<file path="config.mk">
export PLATFORM = sky130hd
export DESIGN_NAME = div_norm_seq
export DESIGN_NICKNAME = d
export VERILOG_FILES = /design/src/rtl/div_norm_pkg.sv /design/src/rtl/div_norm_fifo.sv /design/src/rtl/div_norm_seq.sv
export SDC_FILE = /design/constraint.sdc
export NUM_CORES = 1
export LEC_CHECK = 0
export BUFFER_PORTS_ARGS = -buffer_cell sky130_fd_sc_hd__buf_2
export CELL_PAD_IN_SITES_DETAIL_PLACEMENT = 1
export CELL_PAD_IN_SITES_GLOBAL_PLACEMENT = 2
export CORE_MARGIN = 5
export CORE_UTILIZATION = 32
export DETAILED_ROUTE_END_ITERATION = 8
export GPL_TIMING_DRIVEN = 0
export PLACE_DENSITY = 0.85
export SLEW_MARGIN = 20
export SYNTH_ARGS = -nofsm -noshare
export SYNTH_HDL_FRONTEND = slang
export SYNTH_SLANG_ARGS = --single-unit
</file>
<file path="constraint.sdc">
create_clock -name aclk -period 2.3 [get_ports aclk]
set_clock_uncertainty 0.05 [all_clocks]
set_input_delay 0.23 -clock aclk [delete_from_list [all_inputs] [get_ports aclk]]
set_output_delay 0.23 -clock aclk [all_outputs]
set_load 0.01 [all_outputs]
</file>
<file path="src/rtl/div_norm_pkg.sv">
// Shared types, widths and the Q8.8 saturating conversion for div_norm_seq.
package div_norm_pkg;

  localparam int DIV_IN_W  = 32;
  localparam int DIV_OUT_W = 48;
  localparam int FRAC_W    = 16;
  localparam int OUT_W     = 16;

  typedef enum logic [1:0] {
    IDLE  = 2'd0,
    RUN   = 2'd1,
    DRAIN = 2'd2
  } state_t;

  // Quotient above 255 cannot be represented in Q8.8, so it clamps to all ones.
  function automatic logic [OUT_W-1:0] sat_q8_8(input logic [DIV_OUT_W-1:0] dout);
    logic [DIV_IN_W-1:0] q;
    q = dout[DIV_OUT_W-1:FRAC_W];
    if (q > 32'd255) begin
      sat_q8_8 = 16'hFFFF;
    end else begin
      sat_q8_8 = {q[7:0], dout[FRAC_W-1:FRAC_W-8]};
    end
  endfunction

endpackage

</file>
<file path="src/rtl/div_norm_fifo.sv">
// Synchronous result FIFO holding {last, data}; outputs come straight from registers.
module div_norm_fifo
  import div_norm_pkg::*;
#(
  parameter int DEPTH = 8,
  parameter int W     = 17
) (
  input  logic         i_clk,
  input  logic         i_rst,
  input  logic         i_push,
  input  logic [W-1:0] i_din,
  input  logic         i_pop,
  output logic [W-1:0] o_dout,
  output logic         o_empty
);

  localparam int AW = $clog2(DEPTH);

  logic [W-1:0]  r_mem [DEPTH];
  logic [AW-1:0] r_wr_ptr;
  logic [AW-1:0] r_rd_ptr;
  logic [AW:0]   r_count;
  logic          w_full;
  logic          w_do_pop;
  logic          w_do_push;

  assign w_full    = (r_count == (AW+1)'(DEPTH));
  assign o_empty   = (r_count == '0);
  assign w_do_pop  = i_pop & ~o_empty;
  assign w_do_push = i_push & (~w_full | w_do_pop);
  assign o_dout    = r_mem[r_rd_ptr];

  // Storage, pointers and occupancy.
  always_ff @(posedge i_clk) begin
    if (i_rst) begin
      r_wr_ptr <= '0;
      r_rd_ptr <= '0;
      r_count  <= '0;
      for (int i = 0; i < DEPTH; i++) begin
        r_mem[i] <= '0;
      end
    end else begin
      if (w_do_push) begin
        r_mem[r_wr_ptr] <= i_din;
        r_wr_ptr        <= r_wr_ptr + AW'(1);
      end
      if (w_do_pop) begin
        r_rd_ptr <= r_rd_ptr + AW'(1);
      end
      case ({w_do_push, w_do_pop})
        2'b10:   r_count <= r_count + (AW+1)'(1);
        2'b01:   r_count <= r_count - (AW+1)'(1);
        default: r_count <= r_count;
      endcase
    end
  end

endmodule

</file>
<file path="src/rtl/div_norm_seq.sv">
// Frame sequencer around the divider core; optional divide-by-zero bypass
// is enabled by defining DIV_NORM_DBZ_CHECK_EN.
module div_norm_seq
  import div_norm_pkg::*;
#(
  parameter int IDIM  = 26,
  parameter int DEPTH = 8
) (
  input  logic                 aclk,
  input  logic                 rst,
  input  logic                 start,
  input  logic [DIV_IN_W-1:0]  divisor,
  input  logic                 in_valid,
  output logic                 in_ready,
  input  logic [DIV_IN_W-1:0]  in_data,
  output logic                 div_dvsr_tvalid,
  input  logic                 div_dvsr_tready,
  output logic [DIV_IN_W-1:0]  div_dvsr_tdata,
  output logic                 div_dvnd_tvalid,
  input  logic                 div_dvnd_tready,
  output logic [DIV_IN_W-1:0]  div_dvnd_tdata,
  input  logic                 div_dout_tvalid,
  input  logic [DIV_OUT_W-1:0] div_dout_tdata,
  output logic                 out_valid,
  input  logic                 out_ready,
  output logic [OUT_W-1:0]     out_data,
  output logic                 out_last,
  output logic                 busy
`ifdef DIV_NORM_DBZ_CHECK_EN
  , output logic               dbz_flag
`endif
);

  localparam int CNT_W = $clog2(IDIM + 1);
  localparam int OCW   = $clog2(DEPTH + 1);

  state_t              r_state;
  state_t              w_state_nxt;
  logic [DIV_IN_W-1:0] r_divisor;
  logic [CNT_W-1:0]    r_issued;
  logic [CNT_W-1:0]    r_pushed;
  logic [OCW-1:0]      r_outstanding;
  logic                w_start;
  logic                w_credit_ok;
  logic                w_dbz;
  logic                w_req;
  logic                w_fire;
  logic                w_push;
  logic [OUT_W-1:0]    w_push_res;
  logic                w_pop;
  logic                w_empty;
  logic [OUT_W:0]      w_fifo_dout;

  assign w_start     = (r_state == IDLE) & start;
  assign w_credit_ok = (r_outstanding < OCW'(DEPTH));
  assign w_req       = (r_state == RUN) & in_valid & w_credit_ok;
  assign w_fire      = w_req & (w_dbz | (div_dvsr_tready & div_dvnd_tready));

  assign in_ready        = w_fire;
  assign div_dvsr_tvalid = w_req & ~w_dbz;
  assign div_dvnd_tvalid = w_req & ~w_dbz;
  assign div_dvsr_tdata  = r_divisor;
  assign div_dvnd_tdata  = in_data;

  assign out_valid = ~w_empty;
  assign out_data  = w_fifo_dout[OUT_W-1:0];
  assign out_last  = w_fifo_dout[OUT_W];
  assign busy      = (r_state != IDLE);
  assign w_pop     = out_valid & out_ready;

`ifdef DIV_NORM_DBZ_CHECK_EN
  logic r_dbz_push;
  logic r_dbz_flag;

  assign w_dbz      = (r_divisor == 32'd0);
  assign w_push     = w_dbz ? r_dbz_push : div_dout_tvalid;
  assign w_push_res = w_dbz ? 16'hFFFF : sat_q8_8(div_dout_tdata);
  assign dbz_flag   = r_dbz_flag;

  // Zero-divisor elements bypass the core and land in the FIFO one cycle after acceptance.
  always_ff @(posedge aclk) begin
    if (rst) begin
      r_dbz_push <= 1'b0;
      r_dbz_flag <= 1'b0;
    end else begin
      r_dbz_push <= w_fire & w_dbz;
      if (w_start) begin
        r_dbz_flag <= 1'b0;
      end else if (w_fire & w_dbz) begin
        r_dbz_flag <= 1'b1;
      end
    end
  end
`else
  assign w_dbz      = 1'b0;
  assign w_push     = div_dout_tvalid;
  assign w_push_res = sat_q8_8(div_dout_tdata);
`endif

  div_norm_fifo #(
    .DEPTH (DEPTH),
    .W     (OUT_W + 1)
  ) u_fifo (
    .i_clk   (aclk),
    .i_rst   (rst),
    .i_push  (w_push),
    .i_din   ({(r_pushed == CNT_W'(IDIM - 1)), w_push_res}),
    .i_pop   (w_pop),
    .o_dout  (w_fifo_dout),
    .o_empty (w_empty)
  );

  // FSM state register.
  always_ff @(posedge aclk) begin
    if (rst) begin
      r_state <= IDLE;
    end else begin
      r_state <= w_state_nxt;
    end
  end

  // FSM next-state logic.
  always_comb begin
    w_state_nxt = r_state;
    case (r_state)
      IDLE: begin
        if (start) begin
          w_state_nxt = RUN;
        end else begin
          w_state_nxt = IDLE;
        end
      end
      RUN: begin
        if (w_fire && (r_issued == CNT_W'(IDIM - 1))) begin
          w_state_nxt = DRAIN;
        end else begin
          w_state_nxt = RUN;
        end
      end
      DRAIN: begin
        if (w_pop && out_last) begin
          w_state_nxt = IDLE;
        end else begin
          w_state_nxt = DRAIN;
        end
      end
      default: w_state_nxt = IDLE;
    endcase
  end

  // Divisor latch, frame counters and the in-flight credit counter.
  always_ff @(posedge aclk) begin
    if (rst) begin
      r_divisor     <= '0;
      r_issued      <= '0;
      r_pushed      <= '0;
      r_outstanding <= '0;
    end else begin
      if (w_start) begin
        r_divisor <= divisor;
        r_issued  <= '0;
        r_pushed  <= '0;
      end else begin
        if (w_fire) begin
          r_issued <= r_issued + CNT_W'(1);
        end
        if (w_push) begin
          r_pushed <= r_pushed + CNT_W'(1);
        end
      end
      case ({w_fire, w_pop})
        2'b10:   r_outstanding <= r_outstanding + OCW'(1);
        2'b01:   r_outstanding <= r_outstanding - OCW'(1);
        default: r_outstanding <= r_outstanding;
      endcase
    end
  end

endmodule
</file>
==> flow_summary.json, run 1 <==
{
  "syn_inst": 724,
  "hpwl_mm": 16.73,
  "timing.rr.start": "u_fifo.r_count[2]",
  "syn-mean-instance-area_um2": 12.17,
  "min_period_over_period_pct": 103.0,
  "crit_chain": "o41a_1 > ha_4 > xor2_2 > ha_2 > a21oi_2 > xor2_1 > or3_1 > a21oi_2",
  "hold_class": "input port to flip-flop",
  "ys_ff_latch": 197,
  "worstSetupEndpointType": "flip-flop",
  "p_leak_uw": 0.004714,
  "port-buffer-count": 163,
  "mostFrequentLayoutCells": "nor2_1, buf_2, edfxtp_1, nand2_1, dfxtp_1",
  "setup_viol": 7,
  "drcViolationCount": 0,
  "wl_met2_mm": 13.20,
  "critPathMostFrequentCell": "a21oi_2",
  "hold_depth": 3,
  "die_area_um2": 30940,
  "nNetsFinal": 1088,
  "drtIter0Drc": 390,
  "wl_per_cell_um": 19.34,
  "crit_slowest_cell": "o41a_1",
  "cts-root-buf": "clkbuf_16",
  "insertion_delay_ns": 0.44,
  "violations": "setup timing",
  "gp_congestion": 0.7395,
  "core_area_um2": 27030,
  "max_cap_viol_count": 0,
  "reg2reg_to": "u_fifo.r_count[2]",
  "drt_wl_total_mm": 25.31,
  "track_usage_pct": 16.34,
  "syn_to_final_growth_pct": 32.95,
  "htreeDepth": 4,
  "final_max_slew_viol_count": 0,
  "place_area_um2": 10130,
  "final_util_pct": 43.33,
  "grt_pass1_vias": 7029,
  "cts.clk_slew.worst_paths_ns": 0.09,
  "path_class": "flip-flop to flip-flop",
  "io_pins": 206,
  "reg2reg_setup_slack_ns": -0.07,
  "highest_layer": "met5",
  "path_max_fanout": 8,
  "dominantRegCellSynth": "edfxtp_1",
  "synth.distinct_cells": 48,
  "syn-num-nets": 857,
  "drt-vias-per-instance": 4.864,
  "drt_pass1_iterations": 4,
  "antenna_found_initial": 1,
  "crit_arrival_ns": 2.68,
  "antennaDiodeCount": 0,
  "die_h_um": 175.9,
  "r2r_cells": 8,
  "routed-wl-met3_mm": 1.467,
  "wl_met1_mm": 10.33,
  "relSlewSlack_pct": 35.23,
  "drive_above_1_share_pct": 39.26,
  "final_area_um2": 11710,
  "cts_buffers": 17,
  "clockBufferDepth": 2,
  "rows": 60,
  "critPathRequiredTime_ns": 2.61,
  "worst_slack_ns": -0.06829,
  "cts.sinks": 197,
  "hold_path_end": "u_fifo.r_mem[7][11]",
  "vias": 6367,
  "min_period_ns": 2.368,
  "grt_overflow": 0,
  "startpoint_type": "flip-flop",
  "synthArstFlopShare_pct": 0,
  "syn-cell-area_um2": 8808,
  "rsz0062_at_grt": "true",
  "postRouteAntennaNets": 0,
  "holdCritStartpoint": "div_dout_tdata[19]",
  "final_common_cell": "nor2_1",
  "ys_seq_area_share_pct": 60.23,
  "status": "complete, but fails checks",
  "synth_warnings": 0,
  "start_util_pct": 32.59,
  "powerDensity_nw_per_um2": 850.8,
  "cts_tree": "yes",
  "die-width_um": 175.9,
  "grt_max_degree": 22,
  "grt_pass1_wl_mm": 39.09,
  "ir_drop_uv": 517.9,
  "fmax_mhz": 422.2,
  "max_stage_delay_ns": 0.60,
  "tightest_slew_ns": 0.9642,
  "synth_edf_count": 136,
  "finalHoldViolations": 0
}
[what timing repair did]
| action | 4_1_cts | 5_1_grt |
|---|---|---|
| resized for setup | 100 | 20 |
| pin swaps | 13 | 2 |
| setup endpoints to repair | 157 | 84 |
| hold endpoints to repair | 32 | 0 |
| buffers inserted | 20 | 3 |
| gates cloned | 4 | 0 |
| hold buffers | 32 | 0 |
[how the worst max path moves through the flow]
stage          slack [ns]  cells past startpoint              start             endpoint
2_1_floorplan       -0.02                     10   r_outstanding[3]     r_outstanding[3]
3_3_place_gp        -0.40                      7    div_dout_tvalid  u_fifo.r_mem[3][14]
3_5_place_dp        -0.45                      7    div_dout_tvalid  u_fifo.r_mem[3][13]
4_1_cts             -0.12                      6          flip-flop          out_data[3]
5_1_grt             -0.16                      8  u_fifo.r_count[2]    u_fifo.r_count[2]
6_report            -0.07                      8  u_fifo.r_count[2]    u_fifo.r_count[2]
[stage by stage]
stage	setup WS (ns)	TNS [ns]	hold slack, ns	power [uW]	std cells
finish	-0.06829	-0.1295	0.09828	9964	1309
global route	-0.1646	-1.017	0.1001	10430	1309
detailed placement	-0.4462	-51.60	0.3949	6296	1228
global placement	-0.3957	-44.27	0.3885	6226	1228
CTS	-0.1204	-1.587	0.07600	10080	1312
floorplan	-0.01611	-0.02650	0.3160	5628	724
[sequential cells by signal, summed over array words and instances, names as in the netlist, named ones only]
register,cells
r_issued,5
r_state,2
r_pushed,5
u_fifo.r_rd_ptr,3
r_outstanding,4
u_fifo.r_wr_ptr,3
u_fifo.r_mem,136
u_fifo.r_count,4
div_dvsr_tdata,32
[per-layer routing]
metal  vias up  track usage (%)
met2       183            29.61
met5         -                0
met3        25            4.046
met1      3181            19.64
li1       2976                -
met4         2            3.704
[synth_stat cells, types with 2 or more instances]
master,n,area [um^2]
nor3_2,10,100.1
nand4_2,4,50.05
nand3_2,2,20.02
nor2b_1,3,18.77
a211oi_1,2,15.01
nand2_1,70,262.8
mux2_2,18,202.7
buf_4,34,255.2
nand4_1,5,31.28
or3_1,5,31.28
edfxtp_1,136,4084
and2_1,5,31.28
nor4_1,6,37.54
nand3_1,3,15.01
nor3_1,7,35.03
inv_1,9,33.78
a21oi_1,42,210.2
buf_6,5,56.30
clkbuf_1,25,93.84
xnor2_1,5,43.79
nand3b_1,2,15.01
o41a_1,2,22.52
mux2i_1,2,20.02
nor2_1,163,611.8
buf_2,11,55.05
xor2_1,12,105.1
buf_1,2,7.510
nand2b_1,10,62.56
ha_1,12,150.1
mux4_2,34,765.7
dfxtp_1,61,1221
[report_power, final]
| group | switching, uW | internal [uW] | total, uW |
|---|---|---|---|
| combinational | 1210 | 1480 | 2690 |
| clock | 1560 | 1480 | 3030 |
| sequential | 165 | 4080 | 4240 |
[worst max-delay path: cells and delay by family, from the launching register on]
kind / cells / cell delay [ns]
and+or+nand+nor: 1 / 0.33
adders and majority gates: 2 / 0.45
DFF: 1 / 0.36
xor gates and xnor gates: 2 / 0.26
AOI/OAI and AO/OA: 3 / 0.85
[kinds of logic (layout without fill, tap and decap cells)]
group,after synthesis,in the layout,share of synthesized area (%)
adder cells (fa/ha/maj),13,13,1.932
AND/OR/NAND/NOR,302,302,15.68
buffers and inverters,87,331,5.767
AO/OA/AOI/OAI,54,54,3.480
flip-flops,197,197,60.23
multiplexers,54,54,11.22
XOR/XNOR,17,17,1.690
[final cells by class]
class	count	area [um^2]
multi-input cells	440	3303
clock inverters	15	173.9
well taps	341	426.7
plain buffers	71	513.0
clock buffers	17	425.4
flip-flops and latches	197	5324
repair buffers	218	1498
inverters	10	47.55
fillers	2891	15310
(Power assumes the default switching activity.)
==> run 2: changes to the inputs <==
--- a/config.mk
+++ b/config.mk
@@ -13,6 +13,7 @@
 export DETAILED_ROUTE_END_ITERATION = 8
 export GPL_TIMING_DRIVEN = 0
 export PLACE_DENSITY = 0.85
+export SETUP_SLACK_MARGIN = 0.3
 export SLEW_MARGIN = 20
 export SYNTH_ARGS = -nofsm -noshare
 export SYNTH_HDL_FRONTEND = slang
==> flow_summary.json, run 2 (synthesized netlist as in run 1, its figures left out) <==
{
  "track_usage_pct": 17.53,
  "vias": 6895,
  "cts.sinks": 197,
  "rsz0062_at_grt": "true",
  "violations": "setup timing",
  "hpwl_mm": 16.59,
  "drt-vias-per-instance": 5.055,
  "postRouteAntennaNets": 0,
  "antennaDiodeCount": 0,
  "r2r_cells": 11,
  "ff_latch_area_um2": 5318,
  "status": "complete, but fails checks",
  "cts-root-buf": "clkbuf_16",
  "io_pins": 206,
  "gp_congestion": 0.7629,
  "hold_class": "input port to flip-flop",
  "p_sw_share_pct": 29.71,
  "place_ws_ns": -0.3502,
  "dp.cells": 1228,
  "port-buffer-count": 163,
  "path_max_fanout": 5,
  "worst_slack_ns": -0.1155,
  "die-width_um": 175.9,
  "wl_per_cell_um": 21.68,
  "start_util_pct": 32.59,
  "multi_input_area_um2": 3470,
  "drive_above_1_share_pct": 43.89,
  "max_cap_viol_count": 0,
  "min_period_over_period_pct": 105.0,
  "final_common_cell": "nor2_1",
  "syn_to_final_growth_pct": 44.72,
  "nNetsFinal": 1143,
  "htreeDepth": 4,
  "seqPwrFrac_pct": 40.6,
  "rows": 60,
  "ir_drop_uv": 560.1,
  "antenna_found_initial": 1,
  "hold_depth": 3,
  "holdWs_ns": 0.02542,
  "cts_tree": "yes",
  "min_period_ns": 2.416,
  "p_int_uw": 7343,
  "comb_power_share_pct": 28.7,
  "clkPwrFrac_pct": 30.8,
  "mostFrequentLayoutCells": "nor2_1, buf_2, edfxtp_1, buf_4, nand2_1",
  "cts.clk_slew.worst_paths_ns": 0.08,
  "grt_max_degree": 23,
  "powerDensity_nw_per_um2": 819.6,
  "core_area_um2": 27030,
  "layout.cells.non_filler": 1364,
  "grt_pass1_wl_mm": 41.58,
  "drt_wl_total_mm": 29.58,
  "largest-register": "u_fifo.r_mem",
  "drtIter0Drc": 405,
  "finalHoldViolations": 0,
  "tightest_slew_ns": 1.139,
  "critPathRequiredTime_ns": 2.02,
  "worstSetupEndpointType": "output pin",
  "setup_viol": 64,
  "clockBufferDepth": 2,
  "drt_pass1_iterations": 4,
  "grt_pass1_vias": 7306,
  "largest_reg_flops": 136,
  "die_h_um": 175.9,
  "power.switching_uw": 3104,
  "crit_arrival_ns": 2.14,
  "insertion_delay_ns": 0.45,
  "path_class": "flip-flop to output pin",
  "grt_overflow": 0,
  "fill_cells": 2852,
  "final_max_slew_viol_count": 0,
  "fmax_mhz": 414.0,
  "reg2reg_setup_slack_ns": -0.11,
  "startpoint_type": "flip-flop",
  "die_area_um2": 30940,
  "cts_buffers": 17,
  "p_leak_uw": 0.005257,
  "relSlewSlack_pct": 24.10,
  "drcViolationCount": 0
}
-- run 2: cell types whose count changed in the layout (fill, tap and decap cells not counted), sizes merged --
cell / change
inv: -2
clkinvlp: -1
clkbuf: +3
buf: +51
dlygate4sd3: -1
nand2b: +2
bufinv: +1
clkinv: +2
-- run 2: per-stage QoR --
| stage | total power (uW) | util, % | TNS [ns] | instance area, um^2 |
|---|---|---|---|---|
| 2_1_floorplan | 5643 | - | -0.01039 | 8907 |
| 3_3_place_gp | 6243 | 37.56 | -32.53 | 10150 |
| 3_5_place_dp | 6304 | 37.56 | -40.07 | 10150 |
| 4_1_cts | 10020 | 44.84 | -1.409 | 12120 |
| 5_1_grt | 10890 | 47.17 | -6.353 | 12750 |
| 6_report | 10450 | 47.17 | -2.317 | 12750 |
-- run 2: power by group through the flow --
stage / Clock [uW] / Combinational, uW / Sequential, uW
finish: 3220 / 2990 / 4240
global route: 3440 / 3190 / 4260
CTS: 3240 / 2570 / 4210
detailed placement: 0 / 2020 / 4290
global placement: 0 / 1980 / 4270
floorplan: 0 / 1390 / 4250
-- run 2: repair_timing --
action / 4_1_cts / 5_1_grt
setup buffers: 35 / 23
hold endpoints to repair: 31 / 0
gates cloned: 5 / 10
gates resized for setup: 143 / 57
pin swaps: 22 / 13
setup endpoints to repair: 257 / 288
hold buffers: 31 / 0
-- run 2: critical path: stages, from the launching register on --
cell and delay (ns):
dfxtp_4 0.40, buf_12 0.16, buf_6 0.12, mux4_2 0.54, mux2_4 0.34, buf_6 0.13
-- run 2: worst paths after layout --
kind / startpoint / endpoint
max: flip-flop / out_last
min: divisor[23] / div_dvsr_tdata[23]
max reg2reg: u_fifo.r_count[0] / u_fifo.r_count[2]
min reg2reg: div_dvsr_tdata[7] / div_dvsr_tdata[7]
-- run 2: layout make-up --
type	instances	area share, %
Buffer	77	5.340
Clock buffer	17	3.337
Clock inverter	15	1.718
Inverter	10	0.3926
Multi-Input combinational cell	442	27.22
Sequential cell	197	41.72
Tap cell	341	3.347
Timing Repair Buffer	265	16.93
-- run 2: routing by layer --
metal  vias up  routed length (um)  global-route usage, %  share of wire [%]
met5         -                   7                      0              0.024
met2       263               15820                  32.08                 53
met1      3465               11110                  20.05                 38
met3        49                1938                  4.671                6.6
li1       3116                   -                      -                  -
met4         2                 702                  5.166                2.4
==> run 3: changes to the inputs <==
--- a/config.mk
+++ b/config.mk
@@ -5,15 +5,16 @@
 export SDC_FILE = /design/constraint.sdc
 export NUM_CORES = 1
 export LEC_CHECK = 0
-export BUFFER_PORTS_ARGS = -buffer_cell sky130_fd_sc_hd__buf_2
 export CELL_PAD_IN_SITES_DETAIL_PLACEMENT = 1
 export CELL_PAD_IN_SITES_GLOBAL_PLACEMENT = 2
 export CORE_MARGIN = 5
-export CORE_UTILIZATION = 32
+export CORE_UTILIZATION = 37
 export DETAILED_ROUTE_END_ITERATION = 8
+export DONT_BUFFER_PORTS = 1
 export GPL_TIMING_DRIVEN = 0
-export PLACE_DENSITY = 0.85
+export PLACE_DENSITY = 0.83
 export SETUP_SLACK_MARGIN = 0.3
+export SKIP_CTS_REPAIR_TIMING = 1
 export SLEW_MARGIN = 20
 export SYNTH_ARGS = -nofsm -noshare
 export SYNTH_HDL_FRONTEND = slang
==> flow_summary.json, run 3 (synthesized netlist as in run 1, its figures left out) <==
{
  "status": "complete, but fails checks",
  "violations": "setup timing",
  "rows": 56,
  "min_period_over_period_pct": 107.2,
  "place_area_um2": 9316,
  "hold_class": "input port to flip-flop",
  "ir_drop_uv": 501.1,
  "p_leak_uw": 0.004338,
  "drt-vias-per-instance": 5.184,
  "cp-startpoint": "r_state[1]",
  "path_class": "flip-flop to flip-flop",
  "holdWs_ns": 0.01630,
  "drive_above_1_share_pct": 31.40,
  "cts.clk_slew.worst_paths_ns": 0.08,
  "reg2reg_setup_slack_ns": -0.17,
  "drt_pass1_iterations": 5,
  "final_max_slew_viol_count": 0,
  "die-width_um": 164.3,
  "postRouteAntennaNets": 0,
  "dp.cells": 1043,
  "vias": 6029,
  "clockBufferDepth": 2,
  "worst_slack_ns": -0.1656,
  "antennaDiodeCount": 0,
  "nNetsFinal": 964,
  "wl_met1_mm": 10.03,
  "rsz0062_at_grt": "true",
  "fin_setup_tns_ns": -0.3401,
  "place_ws_ns": -0.3258,
  "routed-wl-met3_mm": 1.573,
  "syn_to_final_growth_pct": 30.62,
  "final_area_um2": 11510,
  "grt_overflow": 0,
  "grt_max_degree": 20,
  "critPathRequiredTime_ns": 2.63,
  "die_area_um2": 26990,
  "grt_pass1_wl_mm": 34.71,
  "layout.cells.non_filler": 1163,
  "port-buffer-count": 0,
  "largest-register": "u_fifo.r_mem",
  "crit_arrival_ns": 2.79,
  "final_common_cell": "nor2_1",
  "tightest_slew_ns": 1.284,
  "timing.rr.start": "r_state[1]",
  "largest_reg_flops": 136,
  "path_max_fanout": 7,
  "max_stage_delay_ns": 0.47,
  "startpoint_type": "flip-flop",
  "antenna_found_initial": 0,
  "worstSetupEndpointType": "flip-flop",
  "drt_wl_total_mm": 26.26,
  "relSlewSlack_pct": 13.76,
  "highest_layer": "met4",
  "crit_slowest_cell": "or4_4",
  "drtIter0Drc": 398,
  "reg2reg_to": "r_outstanding[3]",
  "finalHoldViolations": 0,
  "hold_depth": 2,
  "start_util_pct": 37.53,
  "wl_met2_mm": 14.09,
  "fmax_mhz": 405.6,
  "cts.sinks": 197,
  "insertion_delay_ns": 0.45,
  "powerDensity_nw_per_um2": 842.9,
  "core_area_um2": 23470,
  "mostFrequentLayoutCells": "nor2_1, edfxtp_1, nand2_1, buf_4, dfxtp_1",
  "cts-root-buf": "clkbuf_16",
  "endpoint": "r_outstanding[3]",
  "cts_buffers": 17,
  "die_h_um": 164.3,
  "grt_pass1_vias": 5957,
  "r2r_cells": 10,
  "wl_per_cell_um": 22.58,
  "gp_congestion": 0.7404,
  "max_cap_viol_count": 0,
  "track_usage_pct": 17.10,
  "io_pins": 206,
  "setup_viol": 7,
  "cts_tree": "yes",
  "min_period_ns": 2.466,
  "drcViolationCount": 0,
  "htreeDepth": 4,
  "critPathMostFrequentCell": "ha_4",
  "crit_chain": "and4bb_4 > and2_4 > buf_8 > inv_6 > ha_4 > ha_4 > nand3_2 > and3_4 > or4_4 > a21oi_2",
  "hpwl_mm": 15.59
}
## run 3: cell count changes in the layout (fill, tap and decap cells not counted), sizes merged
cell and delta:
buf -192, dlygate4sd3 +10, clkinv -6, inv +4
clkbuf +3, clkinvlp +2, nand2b -2, nand4 +2
## run 3: report_power, final
part	internal, uW	total [uW]	switching, uW
registers	4070	4250	177
clock network	1550	3060	1510
logic	1240	2380	1140
## run 3: layer usage
layer	up-vias	GRT usage [%]
met4	0	4.308
met5	-	0
li1	2739	-
met3	34	4.969
met2	192	30.35
met1	3064	20.37
## run 3: layout make-up
type | count | area [um^2]
Clock buffer | 17 | 425.4
Fill cell | 2388 | 11970
Inverter | 10 | 50.05
Timing Repair Buffer | 86 | 983.4
Sequential cell | 197 | 5318
Buffer | 77 | 659.4
Clock inverter | 15 | 158.9
Multi-Input combinational cell | 442 | 3512
Tap cell | 319 | 399.1
## run 3: worst max-delay path: cells and delay by family (launching register included)
family                   cells  cell delay, ns
adder cells (fa/ha/maj)      2            0.45
flip-flops                   1            0.33
buffers and inverters        2            0.16
AO/OA/AOI/OAI                1            0.12
AND/OR/NAND/NOR              5            1.29
## run 3: how the worst min path moves through the flow
| stage | startpoint | endpoint | slack, ns |
|---|---|---|---|
| finish | div_dout_tdata[23] | u_fifo.r_mem[5][15] | 0.02 |
| global route | div_dout_tdata[23] | u_fifo.r_mem[5][15] | 0.008 |
| global placement | divisor[19] | div_dvsr_tdata[19] | 0.32 |
| floorplan | divisor[0] | div_dvsr_tdata[0] | 0.32 |
| detailed placement | divisor[0] | div_dvsr_tdata[0] | 0.32 |
| CTS | divisor[17] | div_dvsr_tdata[17] | -0.16 |
## run 3: stage by stage
step	power (uW)	utilization (%)
3_5_place_dp	6080	39.69
5_1_grt	10130	49.02
4_1_cts	9122	42.18
6_report	9698	49.02
3_3_place_gp	6024	39.65
2_1_floorplan	5643	-
